--- src/rtl/controle_irrigacao.sv ---
// -----------------------------------------------------------------------------
// controle_irrigacao
// Sequencer for the irrigation countdown datapath (preset generator plus a BCD
// mm:ss counter chain). Debounces the start/stop button and reads the
// thermometer-coded moisture sensor to choose a mode. It then drives the preset
// selects and the timer load/run strobes, and opens the matching valve until the
// timer reads 00:00. It also handles rain pause, manual stop, invalid sensor
// codes and a cycle counter.
//
// Optional feature: define RECHECK_EN to stop an irrigation early when the
// sensor reads fully wet (niveis == 111) for two consecutive IRRIGA cycles.
//
// Ports
//   clock, reset_n      clock (rising edge) and async active-low reset
//   botao               raw start/stop button level
//   chuva               rain sensor, 1 = raining
//   niveis[2:0]         moisture thermometer code ([0]=low .. [2]=high wet)
//   timer_zero          counter chain reads 00:00
//   aspersao            preset select: sprinkler
//   gotejamento         preset select: drip
//   casoEspecifico      preset select: extended (soil fully dry)
//   timer_load          one-cycle preset load strobe
//   timer_en            countdown enable
//   valv_asp, valv_got  sprinkler / drip valves
//   fim                 one-cycle end-of-cycle pulse
//   erro                invalid sensor code, held until a valid start
//   ciclos[CNT_W-1:0]   completed irrigation cycles (wraps)
// -----------------------------------------------------------------------------
module controle_irrigacao #(
    parameter int unsigned DEB_CYCLES = 4,
    parameter int unsigned CNT_W      = 8
) (
    input  logic             clock,
    input  logic             reset_n,
    input  logic             botao,
    input  logic             chuva,
    input  logic [2:0]       niveis,
    input  logic             timer_zero,
    output logic             aspersao,
    output logic             gotejamento,
    output logic             casoEspecifico,
    output logic             timer_load,
    output logic             timer_en,
    output logic             valv_asp,
    output logic             valv_got,
    output logic             fim,
    output logic             erro,
    output logic [CNT_W-1:0] ciclos
);

    localparam int unsigned DEB_W = $clog2(DEB_CYCLES + 1);

    typedef enum logic [2:0] {
        OCIOSO  = 3'd0,
        CARREGA = 3'd1,
        IRRIGA  = 3'd2,
        PAUSA   = 3'd3,
        FIM     = 3'd4,
        ERRO    = 3'd5
    } state_t;

    state_t     state;
    state_t     state_nxt;

    logic [DEB_W-1:0] deb_cnt;
    logic             deb_level;
    logic             deb_level_d;
    logic             start_evt;

    logic       asp_nxt;
    logic       got_nxt;
    logic       ce_nxt;
    logic       skip_fim;
    logic       recheck;

    // Debouncer: accept a new level after DEB_CYCLES consecutive differing samples
    always_ff @(posedge clock or negedge reset_n) begin
        if (!reset_n) begin
            deb_cnt     <= '0;
            deb_level   <= 1'b0;
            deb_level_d <= 1'b0;
        end else begin
            deb_level_d <= deb_level;
            if (botao != deb_level) begin
                if (deb_cnt == DEB_W'(DEB_CYCLES - 1)) begin
                    deb_level <= botao;
                    deb_cnt   <= '0;
                end else begin
                    deb_cnt <= deb_cnt + DEB_W'(1);
                end
            end else begin
                deb_cnt <= '0;
            end
        end
    end

    assign start_evt = deb_level & ~deb_level_d;

`ifdef RECHECK_EN
    logic wet_q;

    // Remembers that the previous IRRIGA cycle already read fully wet
    always_ff @(posedge clock or negedge reset_n) begin
        if (!reset_n) begin
            wet_q <= 1'b0;
        end else begin
            wet_q <= (state == IRRIGA) && (niveis == 3'b111);
        end
    end

    assign recheck = wet_q && (niveis == 3'b111);
`else
    assign recheck = 1'b0;
`endif

    // Next-state and next mode selection
    always_comb begin
        state_nxt = state;
        asp_nxt   = aspersao;
        got_nxt   = gotejamento;
        ce_nxt    = casoEspecifico;
        skip_fim  = 1'b0;
        case (state)
            OCIOSO, ERRO: begin
                if (start_evt) begin
                    case (niveis)
                        3'b000: begin
                            state_nxt = CARREGA;
                            asp_nxt   = 1'b1;
                            got_nxt   = 1'b0;
                            ce_nxt    = 1'b1;
                        end
                        3'b001: begin
                            state_nxt = CARREGA;
                            asp_nxt   = 1'b1;
                            got_nxt   = 1'b0;
                            ce_nxt    = 1'b0;
                        end
                        3'b011: begin
                            state_nxt = CARREGA;
                            asp_nxt   = 1'b0;
                            got_nxt   = 1'b1;
                            ce_nxt    = 1'b0;
                        end
                        3'b111: begin
                            // Soil already wet: report an empty cycle, do not count it
                            state_nxt = OCIOSO;
                            skip_fim  = 1'b1;
                        end
                        default: state_nxt = ERRO;
                    endcase
                end
            end
            CARREGA: state_nxt = IRRIGA;
            IRRIGA: begin
                if (timer_zero)     state_nxt = FIM;
                else if (recheck)   state_nxt = FIM;
                else if (start_evt) state_nxt = FIM;
                else if (chuva)     state_nxt = PAUSA;
            end
            PAUSA: begin
                if (start_evt)  state_nxt = FIM;
                else if (!chuva) state_nxt = IRRIGA;
            end
            FIM:     state_nxt = OCIOSO;
            default: state_nxt = OCIOSO;
        endcase
        // Mode bits live only from CARREGA through FIM
        if ((state_nxt == OCIOSO) || (state_nxt == ERRO)) begin
            asp_nxt = 1'b0;
            got_nxt = 1'b0;
            ce_nxt  = 1'b0;
        end
    end

    // State register and outputs decoded from the next state
    always_ff @(posedge clock or negedge reset_n) begin
        if (!reset_n) begin
            state          <= OCIOSO;
            aspersao       <= 1'b0;
            gotejamento    <= 1'b0;
            casoEspecifico <= 1'b0;
            timer_load     <= 1'b0;
            timer_en       <= 1'b0;
            valv_asp       <= 1'b0;
            valv_got       <= 1'b0;
            fim            <= 1'b0;
            erro           <= 1'b0;
            ciclos         <= '0;
        end else begin
            state          <= state_nxt;
            aspersao       <= asp_nxt;
            gotejamento    <= got_nxt;
            casoEspecifico <= ce_nxt;
            timer_load     <= (state_nxt == CARREGA);
            timer_en       <= (state_nxt == IRRIGA);
            valv_asp       <= (state_nxt == IRRIGA) && asp_nxt;
            valv_got       <= (state_nxt == IRRIGA) && got_nxt;
            fim            <= (state_nxt == FIM) || skip_fim;
            erro           <= (state_nxt == ERRO);
            if (state_nxt == FIM) begin
                ciclos <= ciclos + CNT_W'(1);
            end
        end
    end

endmodule

--- config.mk ---
export PLATFORM = sky130hd
export DESIGN_NAME = controle_irrigacao
export DESIGN_NICKNAME = d
export VERILOG_FILES = /design/src/rtl/controle_irrigacao.sv
export SDC_FILE = /design/constraint.sdc
export NUM_CORES = 1
export LEC_CHECK = 0
export ABC_CLOCK_PERIOD_IN_PS = 4100
export CORE_MARGIN = 1.5
export CORE_UTILIZATION = 50
export DETAILED_ROUTE_END_ITERATION = 16
export PLACE_DENSITY_LB_ADDON = 0.2
export SLEW_MARGIN = 0
export SYNTH_ARGS = -nofsm -noshare
export SYNTH_HDL_FRONTEND = slang
export SYNTH_SLANG_ARGS = --single-unit
--- constraint.sdc ---
create_clock -name clock -period 4.1 [get_ports clock]
set_input_delay 1.23 -clock clock [delete_from_list [all_inputs] [get_ports clock]]
set_output_delay 1.23 -clock clock [all_outputs]
set_load 0.05 [all_outputs]
==> impl_results.md <==
* Run status: finished clean
* Rows at 17
* WHS Path Cells at 1
* Vias after detailed routing at 798
* DR pass1 iterations at 4
* Leading cell type in the layout, fill and taps excluded: dfrtp_1
* Hold buffers post-CTS at 0
* Clock buffer count from CTS at 3
* Clock skew at 0.00669 ns
* GRT overflow at 0
* Core area at 2170 µm²
* Ys Warns at 0
* Initial antenna violation count at 0
* Worst-skew pair later-pin latency at 0.31 ns
* CTS root buf: clkbuf_4
* Pwr Density at 653 nW/µm²
* Share of the yosys chip area belonging to registers at 0.550
* Routed wire length at 1980 µm
* Min cycle time layout at 2.82 ns
* Vias in the first global route at 804
* Hold Vio Cnt, Final at 0
* Distinct cells, synth at 31
* Vias per std cell at 5.12
* R2r worst-path depth at 3
* Hold Path Origin: deb_cnt[0]$_DFF_PN0_
* Antenna diode count at 0
* DRC violations left at 0
* CP Data Required Time at 2.87 ns
* DP Wirelength at 1490 µm
* Layout Nets at 139
* FF-to-FF End: ciclos[1]$_DFFE_PN0N_
* Syn avg cell area at 11.3 µm²
* Hold EP: deb_cnt[0]$_DFF_PN0_
* Syn Inst Count at 101
* Measured slew at the worst slew-check pin at 0.506 ns
* Max-slew violations at 0
* PortBufs at 24
* Die height at 50.7 µm
* Max Buffers Root-to-Sink at 2
* Final hold slack at 0.462 ns
* Maximum VDD drop at 0.000523 V
* Top flop regs: ciclos x8, deb_cnt x3, state x3
* Setup violations, final at 0
* Final period utilization at 0.687
* CP bufs+invs at 1
* Worst EP arrival at 1.59 ns
* Largest register FFs at 8
* Largest net degree at the start of global routing at 26
* Crit-path cells: clkdlybuf4s50_1
* DIE AREA at 2570 µm²
* Hold Crit Class: reg2reg
* H-Tree Depth at 1
* First-pass GRT wire length at 3490 µm
* Yosys reg bits at 25
* # Post-CTS Setup Buffers at 0
* RSZ-0062 raised after global routing: no
* Share of cells above drive strength 1 at 0.0938
* P_leak at 0.000642 µW
* Gpl congestion at 0.739
* R2R Setup Slk at 2.51 ns
* Worst path max stage delay at 0.83 ns
* Detailed-route wire length per cell at 12.7 µm
* Crit. path cell count at 1
* CTS sink cnt at 25
* Antenna Violating Nets Remaining at 0
* IO Count at 25
* Crit start category: flip-flop
* Syn Std Cell Area at 1140 µm²
* Initial Utilization at 0.524
* Most frequent cells in the layout: dfrtp_1 (25), clkdlybuf4s50_1 (24), nor2_1 (11)
* Max-Slew Margin vs Limit at 0.662
* Crit Path Category: reg2out
* CTS tree: done
* Fmax at 355 MHz
* RR Startpoint: deb_level$_DFFE_PN0P_
* Max cap viols at 0
* Area Growth Syn to Fin at 25.5%
* # resized after CTS at 0
* Clock transition at the registers of the reported paths at 0.13 ns
* Largest Register: ciclos
* Die width at 50.7 µm
* Crit path max fanout at 5
* Syn Nets at 111
* Slowest-stage cell, CP: clkdlybuf4s50_1
* Drt initial violations at 8
* Total track usage at 0.183
* Nature of the critical path endpoint: primary output
* Crit path max-delay family: buffers and inverters
* Setup TNS at 0 ns
cells by family after synthesis:
logic type | Yosys count | share of synthesized area
fa+ha+maj | 2 | 0.0220
buf+inv | 6 | 0.0297
compound gates | 14 | 0.0946
mux | 2 | 0.0198
flops | 25 | 0.550
xor+xnor | 9 | 0.0693
simple gates | 43 | 0.215
synth_stat cells:
cell / count / area, µm²
nand4b_1: 1 / 8.76
or4bb_1: 1 / 11.3
nor3b_1: 2 / 15.0
and4_1: 1 / 8.76
a21boi_0: 1 / 7.51
o21ai_0: 4 / 20.0
inv_1: 4 / 15.0
ha_1: 2 / 25.0
o21a_4: 1 / 15.0
a21o_1: 1 / 7.51
and2b_2: 1 / 8.76
a21oi_1: 3 / 15.0
dfrtp_1: 25 / 626
nand2_1: 6 / 22.5
a21oi_4: 1 / 16.3
and3_1: 2 / 12.5
mux2_2: 2 / 22.5
nand3_1: 3 / 15.0
o21ai_2: 1 / 8.76
xnor2_1: 3 / 26.3
nor3_1: 4 / 20.0
nor2b_1: 5 / 31.3
nor3_2: 1 / 10.0
a22o_1: 1 / 8.76
buf_6: 1 / 11.3
nand2b_1: 4 / 25.0
a2111oi_0: 1 / 8.76
or4b_4: 1 / 13.8
nor2_1: 11 / 41.3
buf_4: 1 / 7.51
xor2_1: 6 / 52.6
final cells by class:
type,count,area (µm²)
clock buffers,4,26.3
fillers,190,742
inverters,4,15.0
multi-input cells,70,478
flip-flops and latches,25,626
well taps,28,35.0
repair buffers,25,248
per-layer routing:
metal	up-vias	track usage	share of wire
li1	399	-	-
met1	378	0.237	0.47
met2	17	0.296	0.48
met3	4	0.0417	0.037
met4	0	0.0766	0.012
met5	-	0	0
worst max path at each step:
stage,startpoint,end
6_report,ciclos[0]$_DFFE_PN0N_,ciclos[0]
5_1_grt,ciclos[2]$_DFFE_PN0N_,ciclos[2]
4_1_cts,ciclos[0]$_DFFE_PN0N_,ciclos[0]
3_5_place_dp,timer_zero,ciclos[1]$_DFFE_PN0N_
3_3_place_gp,timer_zero,ciclos[1]$_DFFE_PN0N_
2_1_floorplan,timer_zero,ciclos[1]$_DFFE_PN0N_
report_power, final:
group / switching, µW / total [µW] / internal (µW)
Sequential: 73.6 / 388 / 314
Clock: 70.2 / 108 / 38.0
Combinational: 262 / 436 / 175
stage by stage:
stage               std cells   util  setup slack [ns]  cell area, µm²  total power (µW)
floorplan                 101      -              2.01            1140               705
global placement          152  0.646              1.42            1400               822
detailed placement        152  0.646              1.36            1400               833
CTS                       156  0.658              1.27            1430               944
global route              156  0.658              1.22            1430               998
finish                    156  0.658              1.28            1430               932
Note: power is estimated with default switching activity, not from simulation.
